==> src/rtl/lemv8_pkg.sv <==
// Shared LEGv8 execute-stage encodings: ALUOp, forwarding selects, opcodes and
// the pipeline-controller state type.
package lemv8_pkg;

    localparam int unsigned REG_W_DEF = 5;
    localparam int unsigned OPC_W_DEF = 11;
    localparam logic [4:0]  XZR_IDX   = 5'd31;

    typedef enum logic [1:0] {
        ALU_ADD   = 2'b00,
        ALU_PASSB = 2'b01,
        ALU_RTYPE = 2'b10
    } alu_op_e;

    typedef enum logic [1:0] {
        FWD_RF  = 2'b00,
        FWD_WB  = 2'b01,
        FWD_MEM = 2'b10
    } fwd_sel_e;

    typedef enum logic [1:0] {
        RUN   = 2'b00,
        STALL = 2'b01,
        FLUSH = 2'b10
    } ctrl_state_e;

    // Opcodes as seen by the decoder (CBZ is an 8-bit opcode, low bits zero).
    localparam logic [10:0] OP_ADD  = 11'b100_0101_1000;
    localparam logic [10:0] OP_SUB  = 11'b110_0101_1000;
    localparam logic [10:0] OP_AND  = 11'b100_0101_0000;
    localparam logic [10:0] OP_ORR  = 11'b101_0101_0000;
    localparam logic [10:0] OP_LDUR = 11'b111_1100_0010;
    localparam logic [10:0] OP_STUR = 11'b111_1100_0000;
    localparam logic [10:0] OP_CBZ  = 11'b101_1010_0000;

endpackage

==> src/rtl/ex_pipe_ctrl_if.sv <==
// Decode-side and execute-side signals of the execute-stage pipeline controller.
interface ex_pipe_ctrl_if #(
    parameter int unsigned REG_W = 5,
    parameter int unsigned OPC_W = 11
);
    logic             id_valid;
    logic             id_ready;
    logic [OPC_W-1:0] id_opcode;
    logic [REG_W-1:0] id_rn;
    logic [REG_W-1:0] id_rm;
    logic [REG_W-1:0] id_rd;
    logic [1:0]       id_alu_op;
    logic             id_alu_src;
    logic             id_mem_read;
    logic             id_mem_write;
    logic             id_reg_write;
    logic             id_branch;
    logic             ex_zero;
    logic             mem_stall;
    logic             ex_valid;
    logic [OPC_W-1:0] ex_opcode;
    logic [1:0]       ex_alu_op;
    logic             ex_alu_src;
    logic             ex_mem_read;
    logic             ex_mem_write;
    logic             ex_reg_write;
    logic             ex_branch;
    logic [1:0]       fwd_a;
    logic [1:0]       fwd_b;
    logic             pc_src;
    logic             flush;

    modport master (
        output id_valid, id_opcode, id_rn, id_rm, id_rd, id_alu_op, id_alu_src,
               id_mem_read, id_mem_write, id_reg_write, id_branch, ex_zero, mem_stall,
        input  id_ready, ex_valid, ex_opcode, ex_alu_op, ex_alu_src, ex_mem_read,
               ex_mem_write, ex_reg_write, ex_branch, fwd_a, fwd_b, pc_src, flush
    );

    modport slave (
        input  id_valid, id_opcode, id_rn, id_rm, id_rd, id_alu_op, id_alu_src,
               id_mem_read, id_mem_write, id_reg_write, id_branch, ex_zero, mem_stall,
        output id_ready, ex_valid, ex_opcode, ex_alu_op, ex_alu_src, ex_mem_read,
               ex_mem_write, ex_reg_write, ex_branch, fwd_a, fwd_b, pc_src, flush
    );
endinterface

==> src/rtl/ex_pipe_ctrl_fwd_unit.sv <==
// Combinational ALU operand forwarding compare; EX/MEM result wins over MEM/WB.
module fwd_unit
    import lemv8_pkg::*;
#(
    parameter int unsigned REG_W = 5,
    parameter logic [REG_W-1:0] XZR = REG_W'(31)
) (
    input  logic             mem_valid,
    input  logic             mem_reg_write,
    input  logic [REG_W-1:0] mem_rd,
    input  logic             wb_valid,
    input  logic             wb_reg_write,
    input  logic [REG_W-1:0] wb_rd,
    input  logic [REG_W-1:0] ex_rn,
    input  logic [REG_W-1:0] ex_rm,
    output logic [1:0]       fwd_a,
    output logic [1:0]       fwd_b
);
    logic mem_hit_ok;
    logic wb_hit_ok;

    assign mem_hit_ok = mem_valid & mem_reg_write & (mem_rd != XZR);
    assign wb_hit_ok  = wb_valid & wb_reg_write & (wb_rd != XZR);

    always_comb begin
        fwd_a = FWD_RF;
        if (mem_hit_ok && (mem_rd == ex_rn)) begin
            fwd_a = FWD_MEM;
        end else if (wb_hit_ok && (wb_rd == ex_rn)) begin
            fwd_a = FWD_WB;
        end
    end

    always_comb begin
        fwd_b = FWD_RF;
        if (mem_hit_ok && (mem_rd == ex_rm)) begin
            fwd_b = FWD_MEM;
        end else if (wb_hit_ok && (wb_rd == ex_rm)) begin
            fwd_b = FWD_WB;
        end
    end
endmodule

==> src/rtl/ex_pipe_ctrl.sv <==
// LEGv8 execute-stage pipeline controller: ID/EX control register, EX/MEM/WB
// destination tracking, forwarding, load-use bubbles and taken-CBZ flushes.
module ex_pipe_ctrl
    import lemv8_pkg::*;
#(
    parameter int unsigned      REG_W        = 5,
    parameter int unsigned      OPC_W        = 11,
    parameter logic [REG_W-1:0] XZR          = REG_W'(31),
    parameter int unsigned      FLUSH_CYCLES = 1
) (
    input logic           clk,
    input logic           rst_n,
    ex_pipe_ctrl_if.slave bus
);
    typedef struct packed {
        logic             valid;
        logic [OPC_W-1:0] opcode;
        logic [REG_W-1:0] rn;
        logic [REG_W-1:0] rm;
        logic [REG_W-1:0] rd;
        logic [1:0]       alu_op;
        logic             alu_src;
        logic             mem_read;
        logic             mem_write;
        logic             reg_write;
        logic             branch;
    } ex_reg_t;

    typedef struct packed {
        logic             valid;
        logic [REG_W-1:0] rd;
        logic             reg_write;
    } track_t;

    ex_reg_t     ex_q, ex_d, id_instr;
    track_t      mem_q, wb_q;
    ctrl_state_e state_q, state_d;
    logic [1:0]  cnt_q, cnt_d;
    logic        taken, load_use, ready_raw, pc_src_c, flush_c;

    assign id_instr = '{valid: 1'b1, opcode: bus.id_opcode, rn: bus.id_rn, rm: bus.id_rm,
                        rd: bus.id_rd, alu_op: bus.id_alu_op, alu_src: bus.id_alu_src,
                        mem_read: bus.id_mem_read, mem_write: bus.id_mem_write,
                        reg_write: bus.id_reg_write, branch: bus.id_branch};

    assign taken    = ex_q.valid & ex_q.branch & bus.ex_zero;
    assign load_use = ex_q.valid & ex_q.mem_read & (ex_q.rd != XZR) & bus.id_valid &
                      ((bus.id_rn == ex_q.rd) | (bus.id_rm == ex_q.rd));

    always_comb begin
        ex_d      = ex_q;
        state_d   = state_q;
        cnt_d     = cnt_q;
        ready_raw = 1'b0;
        pc_src_c  = 1'b0;
        flush_c   = 1'b0;
        if (!bus.mem_stall) begin
            ex_d = '0;
            if (taken) begin
                pc_src_c  = 1'b1;
                flush_c   = 1'b1;
                ready_raw = 1'b1;
                if (FLUSH_CYCLES > 1) begin
                    state_d = FLUSH;
                    cnt_d   = 2'(FLUSH_CYCLES - 1);
                end else begin
                    state_d = RUN;
                end
            end else if (state_q == FLUSH) begin
                flush_c   = 1'b1;
                ready_raw = 1'b1;
                cnt_d     = cnt_q - 2'd1;
                if (cnt_q <= 2'd1) begin
                    state_d = RUN;
                end
            end else if (load_use) begin
                state_d = STALL;
            end else begin
                ready_raw = 1'b1;
                state_d   = RUN;
                if (bus.id_valid) begin
                    ex_d = id_instr;
                end
            end
        end
    end

    always_ff @(posedge clk or negedge rst_n) begin
        if (!rst_n) begin
            ex_q    <= '0;
            mem_q   <= '0;
            wb_q    <= '0;
            state_q <= RUN;
            cnt_q   <= '0;
        end else if (!bus.mem_stall) begin
            ex_q    <= ex_d;
            mem_q   <= '{valid: ex_q.valid, rd: ex_q.rd, reg_write: ex_q.reg_write};
            wb_q    <= mem_q;
            state_q <= state_d;
            cnt_q   <= cnt_d;
        end
    end

    // Registered state already clears on reset; id_ready alone is input-driven.
    assign bus.id_ready     = ready_raw & rst_n;
    assign bus.pc_src       = pc_src_c;
    assign bus.flush        = flush_c;
    assign bus.ex_valid     = ex_q.valid;
    assign bus.ex_opcode    = ex_q.opcode;
    assign bus.ex_alu_op    = ex_q.alu_op;
    assign bus.ex_alu_src   = ex_q.alu_src;
    assign bus.ex_mem_read  = ex_q.mem_read;
    assign bus.ex_mem_write = ex_q.mem_write;
    assign bus.ex_reg_write = ex_q.reg_write;
    assign bus.ex_branch    = ex_q.branch;

    fwd_unit #(
        .REG_W (REG_W),
        .XZR   (XZR)
    ) u_fwd (
        .mem_valid     (mem_q.valid),
        .mem_reg_write (mem_q.reg_write),
        .mem_rd        (mem_q.rd),
        .wb_valid      (wb_q.valid),
        .wb_reg_write  (wb_q.reg_write),
        .wb_rd         (wb_q.rd),
        .ex_rn         (ex_q.rn),
        .ex_rm         (ex_q.rm),
        .fwd_a         (bus.fwd_a),
        .fwd_b         (bus.fwd_b)
    );
endmodule

==> src/flat_wrapper.sv <==
// flat-port wrapper written by rule: the top's interface ports become plain ports
module ex_pipe_ctrl_flat import lemv8_pkg::*;
#(
    parameter int unsigned      REG_W        = 5,
    parameter int unsigned      OPC_W        = 11,
    parameter logic [REG_W-1:0] XZR          = REG_W'(31),
    parameter int unsigned      FLUSH_CYCLES = 1
)
  (clk, rst_n, bus_id_valid, bus_id_opcode, bus_id_rn, bus_id_rm, bus_id_rd, bus_id_alu_op, bus_id_alu_src, bus_id_mem_read, bus_id_mem_write, bus_id_reg_write, bus_id_branch, bus_ex_zero, bus_mem_stall, bus_id_ready, bus_ex_valid, bus_ex_opcode, bus_ex_alu_op, bus_ex_alu_src, bus_ex_mem_read, bus_ex_mem_write, bus_ex_reg_write, bus_ex_branch, bus_fwd_a, bus_fwd_b, bus_pc_src, bus_flush);
  ex_pipe_ctrl_if #(.REG_W(REG_W), .OPC_W(OPC_W)) bus_i ();
  input logic clk;
  input logic rst_n;
  input wire logic [$bits(bus_i.id_valid)-1:0] bus_id_valid;
  input wire logic [$bits(bus_i.id_opcode)-1:0] bus_id_opcode;
  input wire logic [$bits(bus_i.id_rn)-1:0] bus_id_rn;
  input wire logic [$bits(bus_i.id_rm)-1:0] bus_id_rm;
  input wire logic [$bits(bus_i.id_rd)-1:0] bus_id_rd;
  input wire logic [$bits(bus_i.id_alu_op)-1:0] bus_id_alu_op;
  input wire logic [$bits(bus_i.id_alu_src)-1:0] bus_id_alu_src;
  input wire logic [$bits(bus_i.id_mem_read)-1:0] bus_id_mem_read;
  input wire logic [$bits(bus_i.id_mem_write)-1:0] bus_id_mem_write;
  input wire logic [$bits(bus_i.id_reg_write)-1:0] bus_id_reg_write;
  input wire logic [$bits(bus_i.id_branch)-1:0] bus_id_branch;
  input wire logic [$bits(bus_i.ex_zero)-1:0] bus_ex_zero;
  input wire logic [$bits(bus_i.mem_stall)-1:0] bus_mem_stall;
  output wire logic [$bits(bus_i.id_ready)-1:0] bus_id_ready;
  output wire logic [$bits(bus_i.ex_valid)-1:0] bus_ex_valid;
  output wire logic [$bits(bus_i.ex_opcode)-1:0] bus_ex_opcode;
  output wire logic [$bits(bus_i.ex_alu_op)-1:0] bus_ex_alu_op;
  output wire logic [$bits(bus_i.ex_alu_src)-1:0] bus_ex_alu_src;
  output wire logic [$bits(bus_i.ex_mem_read)-1:0] bus_ex_mem_read;
  output wire logic [$bits(bus_i.ex_mem_write)-1:0] bus_ex_mem_write;
  output wire logic [$bits(bus_i.ex_reg_write)-1:0] bus_ex_reg_write;
  output wire logic [$bits(bus_i.ex_branch)-1:0] bus_ex_branch;
  output wire logic [$bits(bus_i.fwd_a)-1:0] bus_fwd_a;
  output wire logic [$bits(bus_i.fwd_b)-1:0] bus_fwd_b;
  output wire logic [$bits(bus_i.pc_src)-1:0] bus_pc_src;
  output wire logic [$bits(bus_i.flush)-1:0] bus_flush;
  assign bus_i.id_valid = bus_id_valid;
  assign bus_i.id_opcode = bus_id_opcode;
  assign bus_i.id_rn = bus_id_rn;
  assign bus_i.id_rm = bus_id_rm;
  assign bus_i.id_rd = bus_id_rd;
  assign bus_i.id_alu_op = bus_id_alu_op;
  assign bus_i.id_alu_src = bus_id_alu_src;
  assign bus_i.id_mem_read = bus_id_mem_read;
  assign bus_i.id_mem_write = bus_id_mem_write;
  assign bus_i.id_reg_write = bus_id_reg_write;
  assign bus_i.id_branch = bus_id_branch;
  assign bus_i.ex_zero = bus_ex_zero;
  assign bus_i.mem_stall = bus_mem_stall;
  assign bus_id_ready = bus_i.id_ready;
  assign bus_ex_valid = bus_i.ex_valid;
  assign bus_ex_opcode = bus_i.ex_opcode;
  assign bus_ex_alu_op = bus_i.ex_alu_op;
  assign bus_ex_alu_src = bus_i.ex_alu_src;
  assign bus_ex_mem_read = bus_i.ex_mem_read;
  assign bus_ex_mem_write = bus_i.ex_mem_write;
  assign bus_ex_reg_write = bus_i.ex_reg_write;
  assign bus_ex_branch = bus_i.ex_branch;
  assign bus_fwd_a = bus_i.fwd_a;
  assign bus_fwd_b = bus_i.fwd_b;
  assign bus_pc_src = bus_i.pc_src;
  assign bus_flush = bus_i.flush;
  ex_pipe_ctrl #(.REG_W(REG_W), .OPC_W(OPC_W), .XZR(XZR), .FLUSH_CYCLES(FLUSH_CYCLES)) u_core (.clk(clk), .rst_n(rst_n), .bus(bus_i));
endmodule
==> config.mk <==
export PLATFORM = sky130hd
export DESIGN_NAME = ex_pipe_ctrl_flat
export DESIGN_NICKNAME = d
export VERILOG_FILES = /design/src/rtl/lemv8_pkg.sv /design/src/rtl/ex_pipe_ctrl_if.sv /design/src/rtl/ex_pipe_ctrl_fwd_unit.sv /design/src/rtl/ex_pipe_ctrl.sv /design/src/flat_wrapper.sv
export SDC_FILE = /design/constraint.sdc
export NUM_CORES = 1
export LEC_CHECK = 0
export BUFFER_PORTS_ARGS = -buffer_cell sky130_fd_sc_hd__clkbuf_2
export CAP_MARGIN = 20
export CORE_UTILIZATION = 40
export CTS_CLUSTER_DIAMETER = 100
export DETAILED_ROUTE_END_ITERATION = 7
export RECOVER_POWER = 50
export SETUP_SLACK_MARGIN = 0.3
export SLEW_MARGIN = 5
export SYNTH_ARGS = -nofsm -noshare
export SYNTH_HDL_FRONTEND = slang
export SYNTH_HIERARCHICAL = 1
export SYNTH_SLANG_ARGS = --single-unit
export TNS_END_PERCENT = 10
==> constraint.sdc <==
create_clock -name clk -period 2.1 [get_ports clk]
set_input_delay 0.42 -clock clk [delete_from_list [all_inputs] [get_ports clk]]
set_output_delay 0.42 -clock clk [all_outputs]
set_load 0.01 [all_outputs]
# Word level (Yosys, flattened, before mapping)
# Cells that the tools add are included.
[totals]
regBits = 52
latchBits = 0
mem_bits_rw = 0
romBits = 0
inputBits = 38
out_inout_bits = 26
elab_cells = 73
n_memories = 0
[classes]
n_addsub = 1
multipliers = 0
div_mod_pow = 0
n_lt_le_gt_ge = 1
n_eq_ne = 11
n_shift = 0
mux = 21
bitwise_logic = 14
reduce_logical = 6
[op_table]
columns = ["op", "n"]
rows = [
  ["34-bit 2-to-1 mux", 4],
  ["5-bit == test", 6],
  ["5-bit inequality test (second input constant)", 3],
  ["1-bit 2-to-1 mux", 12],
  ["1-bit bitwise AND", 11],
  ["2-bit 2-to-1 mux", 5],
  ["1-bit logical AND", 4],
  ["3-bit by 2-bit inequality test with 1-bit output (second input constant)", 1],
  ["3-bit AND reduction", 1],
  ["2-bit == test (second input constant)", 1],
  ["2-bit by 1-bit <= comparator with 1-bit output (second input constant)", 1],
  ["1-bit inverter", 2],
  ["2-bit AND reduction", 1],
  ["2-bit by 1-bit subtractor with 2-bit output (second input constant)", 1],
  ["1-bit OR", 1],
]

# Depth between registers and ports, before layout
# Gate-level depths: netlist (run 1).
[depth]
word_depth = 9
mapped_depth = 7
mapped_depth_nobuf = 4

# By module
# The synthesis (run 1) kept the hierarchy.
[modules_own_cells]
columns = ["mod", "instances", "cells_each", "area_each_um2"]
rows = [
  ["ex_pipe_ctrl", 1, 223, 2372.3],
  ["fwd_unit", 1, 36, 277.8],
]

# Least setup slack after synthesis (run 1)
# Ideal clock, no wire load.
[synth_path]
path_type = "reg2out"
startpoint = "reg u_core/ex_q[11] (netlist bit)"
endpoint = "out bus_id_ready"
arrival_time_ps = 1239
t_required_ps = 1680
path_slack_ps = 441
stages_incl_launch_ff = 6
path_buffers = 1
path_cell_list = "dfrtp_1 xnor2_1 nand3_1 o22ai_2 buf_2 a21oi_1"
[synth_between]
elab_chain_len = 9
[synth_lines]
columns = ["element", "line", "text"]
rows = [
  ["start: declaration", "ex_pipe_ctrl.sv:35", "ex_reg_t ex_q, ex_d, id_instr;"],
  ["start signal: assignment", "ex_pipe_ctrl.sv:90", "ex_q <= '0;"],
  ["start signal: assignment", "ex_pipe_ctrl.sv:96", "ex_q <= ex_d;"],
  ["5-bit inequality test", "ex_pipe_ctrl.sv:47", "assign load_use = ex_q.valid & ex_q.mem_read & (ex_q.rd != XZR) & bus.id_valid &"],
  ["1-bit bitwise AND (2 in series)", "ex_pipe_ctrl.sv:47", ""],
  ["1-bit bitwise AND (*)", "ex_pipe_ctrl.sv:47", ""],
  ["1-bit 2-to-1 mux (*)", "ex_pipe_ctrl.sv:76", "end else if (load_use) begin"],
  ["1-bit 2-to-1 mux (*)", "ex_pipe_ctrl.sv:69", "end else if (state_q == FLUSH) begin"],
  ["1-bit 2-to-1 mux (*)", "ex_pipe_ctrl.sv:59", "if (taken) begin"],
  ["1-bit 2-to-1 mux (*)", "ex_pipe_ctrl.sv:57", "if (!bus.mem_stall) begin"],
  ["1-bit bitwise AND (*)", "ex_pipe_ctrl.sv:105", "assign bus.id_ready = ready_raw & rst_n;"],
  ["end: declaration", "flat_wrapper.sv:26", "output wire logic [$bits(bus_i.id_ready)-1:0] bus_id_ready;"],
]
# Mark *: on every way between the ends. The rest lies on a longest branch, timed or not.

# Worst setup path in the final report (run 1)
[layout_path]
startpoint = "reg u_core/mem_q[5] (netlist bit)"
endpoint = "out bus_fwd_b[0]"
[layout_between]
elab_chain_len = 4
[layout_lines]
columns = ["element", "line", "text"]
rows = [
  ["start: declaration", "ex_pipe_ctrl.sv:36", "track_t mem_q, wb_q;"],
  ["start signal: assignment", "ex_pipe_ctrl.sv:97", "mem_q <= '{valid: ex_q.valid, rd: ex_q.rd, reg_write: ex_q.reg_write};"],
  ["5-bit inequality test", "ex_pipe_ctrl_fwd_unit.sv:22", "assign mem_hit_ok = mem_valid & mem_reg_write & (mem_rd != XZR);"],
  ["1-bit bitwise AND", "ex_pipe_ctrl_fwd_unit.sv:22", ""],
  ["1-bit logical AND (*)", "ex_pipe_ctrl_fwd_unit.sv:36", "if (mem_hit_ok && (mem_rd == ex_rm)) begin"],
  ["2-bit 2-to-1 mux (*)", "ex_pipe_ctrl_fwd_unit.sv:36", ""],
  ["end: declaration", "flat_wrapper.sv:36", "output wire logic [$bits(bus_i.fwd_b)-1:0] bus_fwd_b;"],
]
# Marked as above.

==> impl_metrics.toml, run 1 <==
[run_status]
outcome = "completed"

[setup_path]
start_kind = "register"
reg2reg_depth = 5
regToRegSetupSlack_ns = 0.45
r2r_end = "u_core/bus.ex_opcode[9]"
worstPathMaxFanout = 5
reg2reg_from = "u_core/ex_q[11]"
setup.worst_path.start = "u_core/mem_q[5]"
worstSetupEndpointType = "output port"
worstPathRequired_ns = 1.68
cp.arrival_ns = 1.59
critPathKind = "register to output port"

[clocking]
clock_latency_ns = 0.31
ctsLongestPathBuffers = 2
holdBufCountCts = 0
cts_root_buf = "clkbuf_8"
cts_tree = "built"
tritoncts.num_buffers = 5
cts.htree.levels = 2
cts_sinks = 48
clk_pin_slew_worst_paths_ns = 0.11

[power_and_ir_drop]
p_sw_w = 0.0008743
p_seq_frac = 0.503
vdd_ir_drop_max_mv = 0.3852
p_int_w = 0.001656
cellPowerDensity_nw_per_um2 = 826.3
swShare = 0.3456
combPwrFrac = 0.270
clkPwrFrac = 0.227
leakagePower_nw = 1.294

[detailed_routing]
vias = 2166
routed_wl_um = 6429
drt-pass1-iter-count = 4
vias_per_cell = 5.655
drt-initial-drc-count = 119
ant_nets = 0
drcViolationCount = 0
wire_per_inst_um = 16.79

[grt]
grt_pass1_wl_um = 10670
grt_pass1_vias = 2015
grt_max_degree = 52
track_usage = 0.1923
overflow = 0
antenna_found_initial = 0

[logic_synthesis]
syn_avg_cell_area_um2 = 10.23
synth_area_leader_cell = "dfrtp_1"
synth_area_leaders = "dfrtp_1 45%, a32oi_1 11%, xnor2_1 6.6%"
postSynthCellCount = 259
synthFlopType = "dfrtp_1"
async_flop_share = 1.000
ys_top_cells_by_count = "48 x dfrtp_1, 38 x nand2_1, 33 x a32oi_1, 29 x o21ai_0, 20 x xnor2_1"
synth_edf_count = 0
syn_area_um2 = 2650
yosys_warnings = 6
syn_nets = 297
synth_cell_types = 28
ys_ff_latch = 48
synth_top_cell_area_share = 0.4533
synth-seq-area-share = 0.4533
synth.most_common_cell = "dfrtp_1"

[job]
drv_cap = 0

[place]
io_buffers = 63
gp_congestion = 0.7925
post-dp-hpwl_um = 4327

[die]
die-area_um2 = 6955
core_area_um2 = 6386
die-height_um = 83.40
ios = 64
die_w_um = 83.40
initial_core_util = 0.4150
placement_rows = 29

[timing]
relSlewSlack = 0.2036
slew_violations = 0
hold_viol_final = 0
finalCritPeriodShare = 0.9591
worstMarginPinSlew_ns = 1.195
min_period_ns = 2.014
rsz0062_at_grt = "true"
skew_ns = 0.01621
fin_tns_setup_ns = 0
setup_viol = 0
fmax_mhz = 496.5

[finish]
fin_util = 0.4794
fillerInstances = 623
final_nets = 343
area_delta_synth_final_pct = 15.53
n_antenna_cell = 0
layout-drive-gt1-share = 0.3627

[worst_hold_path]
holdCritStartpoint = "bus_id_alu_op[1]"
holdPathEnd = "u_core/bus.ex_alu_op[1]"
hold_path_depth = 3
hold_class = "input port to register"
==> registers in the layout, indices dropped and copies added (netlist names) <==
signal                   cells
u_core/ex_q                 15
u_core/bus.ex_opcode        11
u_core/mem_q                 7
u_core/wb_q                  7
u_core/bus.ex_alu_op         2
u_core/bus.ex_alu_src        1
u_core/bus.ex_branch         1
u_core/bus.ex_mem_read       1
u_core/bus.ex_mem_write      1
u_core/bus.ex_reg_write      1
u_core/bus.ex_valid          1
==> cells in the final DEF, fill, tap and decap left out, drive strengths merged <==
master,netlist,routed
mux2,13,13
nor4,2,2
a21oi,1,1
o21ai,35,35
xnor2,20,20
a22oi,1,1
a32oi,33,33
xor2,10,10
nor2b,1,1
o22ai,1,1
nor3,4,4
clkinv,0,1
clkinvlp,0,2
nand2b,1,1
o211ai,2,2
and3b,1,1
nor2,1,1
dfrtp,48,48
nand2,38,38
o2111ai,1,1
nand3,9,9
nand4,1,1
buf,31,10
clkbuf,3,68
inv,2,2
==> worst max-delay path by stage <==
stage                                          to  slack [ns]  cells after the start
after floorplan                      bus_id_ready        0.44                      5
after global placement    u_core/bus.ex_opcode[7]        0.41                      6
after detailed placement          u_core/ex_q[15]        0.41                      6
after CTS                            bus_fwd_a[0]        0.11                      5
after global routing                 bus_fwd_b[0]      -0.008                      6
final                                bus_fwd_b[0]        0.09                      6
==> power by group through the flow <==
| stage | Clock [W] | Combinational (W) | Sequential (W) |
|---|---|---|---|
| final | 0.000575 | 0.000683 | 0.00127 |
| after detailed placement | 0 | 0.000650 | 0.00128 |
| after global routing | 0.000642 | 0.000749 | 0.00130 |
| after CTS | 0.000596 | 0.000650 | 0.00126 |
| after floorplan | 0 | 0.000493 | 0.00123 |
| after global placement | 0 | 0.000635 | 0.00128 |
==> stage by stage <==
stage               area, µm²  setup WS, ns  cells  power (W)  hold slack, ns
global route             3062     -0.008308    383   0.002688          0.3273
global placement         2912        0.4102    374   0.001910          0.4731
detailed placement       2912        0.4085    374   0.001927          0.4846
floorplan                2650        0.4406    259   0.001726          0.1244
finish                   3062       0.08599    383   0.002530          0.3329
CTS                      3007        0.1117    382   0.002510          0.2972
==> repair_timing <==
action	CTS	global route
pin swaps	1	7
resized for setup	2	14
setup endpoints to repair	5	9
buffers inserted	0	1
==> critical path, stage by stage (launching register included) <==
cell and delay (ns):
dfrtp_2 0.46, buf_6 0.13, xnor2_2 0.13, nand3_2 0.12, nor4_4 0.24, nor3_1 0.06
buf_2 0.14
==> metal layers <==
| metal | vias up | wire length (µm) | track usage |
|---|---|---|---|
| li1 | 1020 | - | - |
| met1 | 1073 | 3233 | 0.2886 |
| met2 | 67 | 2880 | 0.2869 |
| met3 | 6 | 275 | 0.03181 |
| met4 | 0 | 39 | 0.05172 |
| met5 | - | 0 | 0 |
==> cell families (layout without fill, tap and decap cells) <==
family / after synthesis / in the layout / synth area share
AO/OA/AOI/OAI: 74 / 74 / 0.1978
flip-flops: 48 / 48 / 0.4533
buffers and inverters: 36 / 83 / 0.09490
XOR/XNOR: 30 / 30 / 0.09915
AND/OR/NAND/NOR: 58 / 58 / 0.09962
multiplexers: 13 / 13 / 0.05524
==> cell type report <==
class / instances / area (µm²) / share of cell area
Timing Repair Buffer: 73 / 414.1 / 0.1353
Tap cell: 77 / 96.34 / 0.03147
Inverter: 2 / 7.507 / 0.002452
Multi-Input combinational cell: 175 / 1240 / 0.4050
Clock inverter: 3 / 23.77 / 0.007765
Clock buffer: 5 / 68.82 / 0.02248
Sequential cell: 48 / 1211 / 0.3956
Power figures use the tool's default switching activity.
==> run 2, diff against run 1 <==
==> constraint.sdc (replaced) <==
create_clock -name clk -period 1.77 [get_ports clk]
set_input_delay 0.354 -clock clk [delete_from_list [all_inputs] [get_ports clk]]
set_output_delay 0.354 -clock clk [all_outputs]
set_load 0.01 [all_outputs]
==> run 2 against run 1 <==
Effect of this change: the run now ends with setup timing left; clock power is 61% higher; register-to-register slack got worse by 0.18 ns; final cell count is 1.6% higher.
==> impl_metrics.toml, run 2 (same netlist as run 1, synthesis figures left out) <==
[finish]
n_antenna_cell = 0
layout_commonest_cell = "clkbuf_2"
layout-drive-gt1-share = 0.4135
fillerInstances = 612
stdcell_count = 389
largest_reg_flops = 15
mostFrequentLayoutCells = "59 x clkbuf_2, 37 x nand2_1, 37 x dfrtp_1"
area_delta_synth_final_pct = 21.58
final_cell_area_um2 = 3222
top_register = "u_core/ex_q"
final_nets = 350

[timing]
min_period_ns = 1.895
setup_viol = 5
finalWorstSetupSlack_ns = -0.1250
finalCritPeriodShare = 1.071
fin_hold_ws_ns = 0.2788
slew_violations = 0
worstMarginPinSlew_ns = 1.194
skew_ns = 0.005372
relSlewSlack = 0.2043
fin_tns_setup_ns = -0.4480
rsz0062_at_grt = "true"
fmax_mhz = 527.7
hold_viol_final = 0

[die]
placement_rows = 29
initial_core_util = 0.4150
die-height_um = 83.40
ios = 64
die-area_um2 = 6955
core_area_um2 = 6386
die_w_um = 83.40

[detailed_routing]
routed_wl_um = 6518
ant_nets = 0
vias_per_cell = 5.620
vias = 2186
wire_per_inst_um = 16.76
drcViolationCount = 0
drt-initial-drc-count = 137
drt-pass1-iter-count = 4

[setup_path]
start_kind = "register"
worst_path_max_delay_cell = "dfrtp_1"
reg2reg_from = "u_core/ex_q[8]"
slowest_delay_ns = 0.43
cp.arrival_ns = 1.54
worstSetupEndpointType = "output port"
worstPathRequired_ns = 1.42
reg2reg_depth = 5
path_cells = "buf_4, xor2_1, nor3_1, nand3_1, nor3_2, buf_2"
worstPathMaxFanout = 3
regToRegSetupSlack_ns = 0.27
r2r_end = "u_core/ex_q[12]"
critPathKind = "register to output port"

[clocking]
tritoncts.num_buffers = 5
clock_latency_ns = 0.30
ctsLongestPathBuffers = 2
holdBufCountCts = 0
cts_sinks = 48
cts_tree = "built"
cts.htree.levels = 2
clk_pin_slew_worst_paths_ns = 0.09
cts_root_buf = "clkbuf_8"

[place]
gp_congestion = 0.8283
io_buffers = 63
post-dp-hpwl_um = 4545
placed_area_um2 = 2969
place_inst = 375

[worst_hold_path]
holdCritStartpoint = "bus_id_alu_op[0]"
hold_class = "input port to register"
holdPathEnd = "u_core/bus.ex_alu_op[0]"
hold_path_depth = 3

[grt]
grt_pass1_vias = 2092
antenna_found_initial = 0
overflow = 0
grt_pass1_wl_um = 10620
grt_max_degree = 49
track_usage = 0.1920

[power_and_ir_drop]
leakagePower_nw = 1.375
power_w = 0.003314
vdd_ir_drop_max_mv = 0.4497
cellPowerDensity_nw_per_um2 = 1029

[run_status]
violations = "setup timing"
outcome = "finished with violations"

[job]
drv_cap = 0
run 2: cell count changes in the layout (fill, tap and decap cells not counted), moves of 2 or more:
cell	previous run	this run
dfrtp_1	40	37
clkbuf_1	2	0
clkbuf_2	61	59
clkinvlp_4	2	0
dfrtp_2	8	11
buf_2	1	5
buf_4	6	13
bufinv_16	0	2
run 2: how the worst max path moves through the flow:
stage               slack, ns  cells past startpoint            to            start
CTS                     -0.17                      5  bus_fwd_b[0]  u_core/ex_q[12]
global placement         0.17                      5  bus_fwd_b[0]  u_core/mem_q[4]
detailed placement       0.15                      5  bus_fwd_a[0]  u_core/mem_q[4]
floorplan                0.28                      4  bus_id_ready  u_core/ex_q[11]
finish                  -0.12                      6  bus_fwd_b[0]  u_core/ex_q[12]
global route            -0.21                      5  bus_fwd_a[0]  u_core/mem_q[2]
run 2: power breakdown:
part           internal [W]  switching (W)
registers           0.00129       0.000227
logic              0.000432       0.000440
clock network      0.000556       0.000371
run 2: worst max-delay path, delay by kind of cell, from the launching register on:
family | cells | cell delay [ns]
flip-flops | 1 | 0.43
XOR/XNOR | 1 | 0.15
AND/OR/NAND/NOR | 3 | 0.37
buffers and inverters | 2 | 0.29
run 2: metrics by stage:
stage,util,setup slack (ns)
6_report,0.5045,-0.1250
5_1_grt,0.5045,-0.2088
4_1_cts,0.4953,-0.1708
3_5_place_dp,0.4649,0.1468
3_3_place_gp,0.4649,0.1667
2_1_floorplan,-,0.2757
run 2: repair_timing:
item / 4_1_cts / 5_1_grt
buffers inserted: 6 / 1
pin swaps: 11 / 7
gates resized for setup: 11 / 16
setup endpoints to repair: 41 / 41
run 2: routing by layer:
metal  vias to the layer above  GRT usage  wire [µm]
met5                         -          0          0
li1                       1037          -          -
met4                         0    0.04702         57
met2                        70     0.3077       3089
met1                      1071     0.2714       3014
met3                         8    0.03181        357
run 2: area by class of cell:
cell class,instances,area (µm²),share of cell area
clock buffers,5,68.82,0.02136
clock inverters,2,60.06,0.01864
inverters,2,7.507,0.002330
multi-input cells,175,1305,0.4050
flip-flops and latches,48,1215,0.3771
well taps,77,96.34,0.02990
repair buffers,80,469.2,0.1456
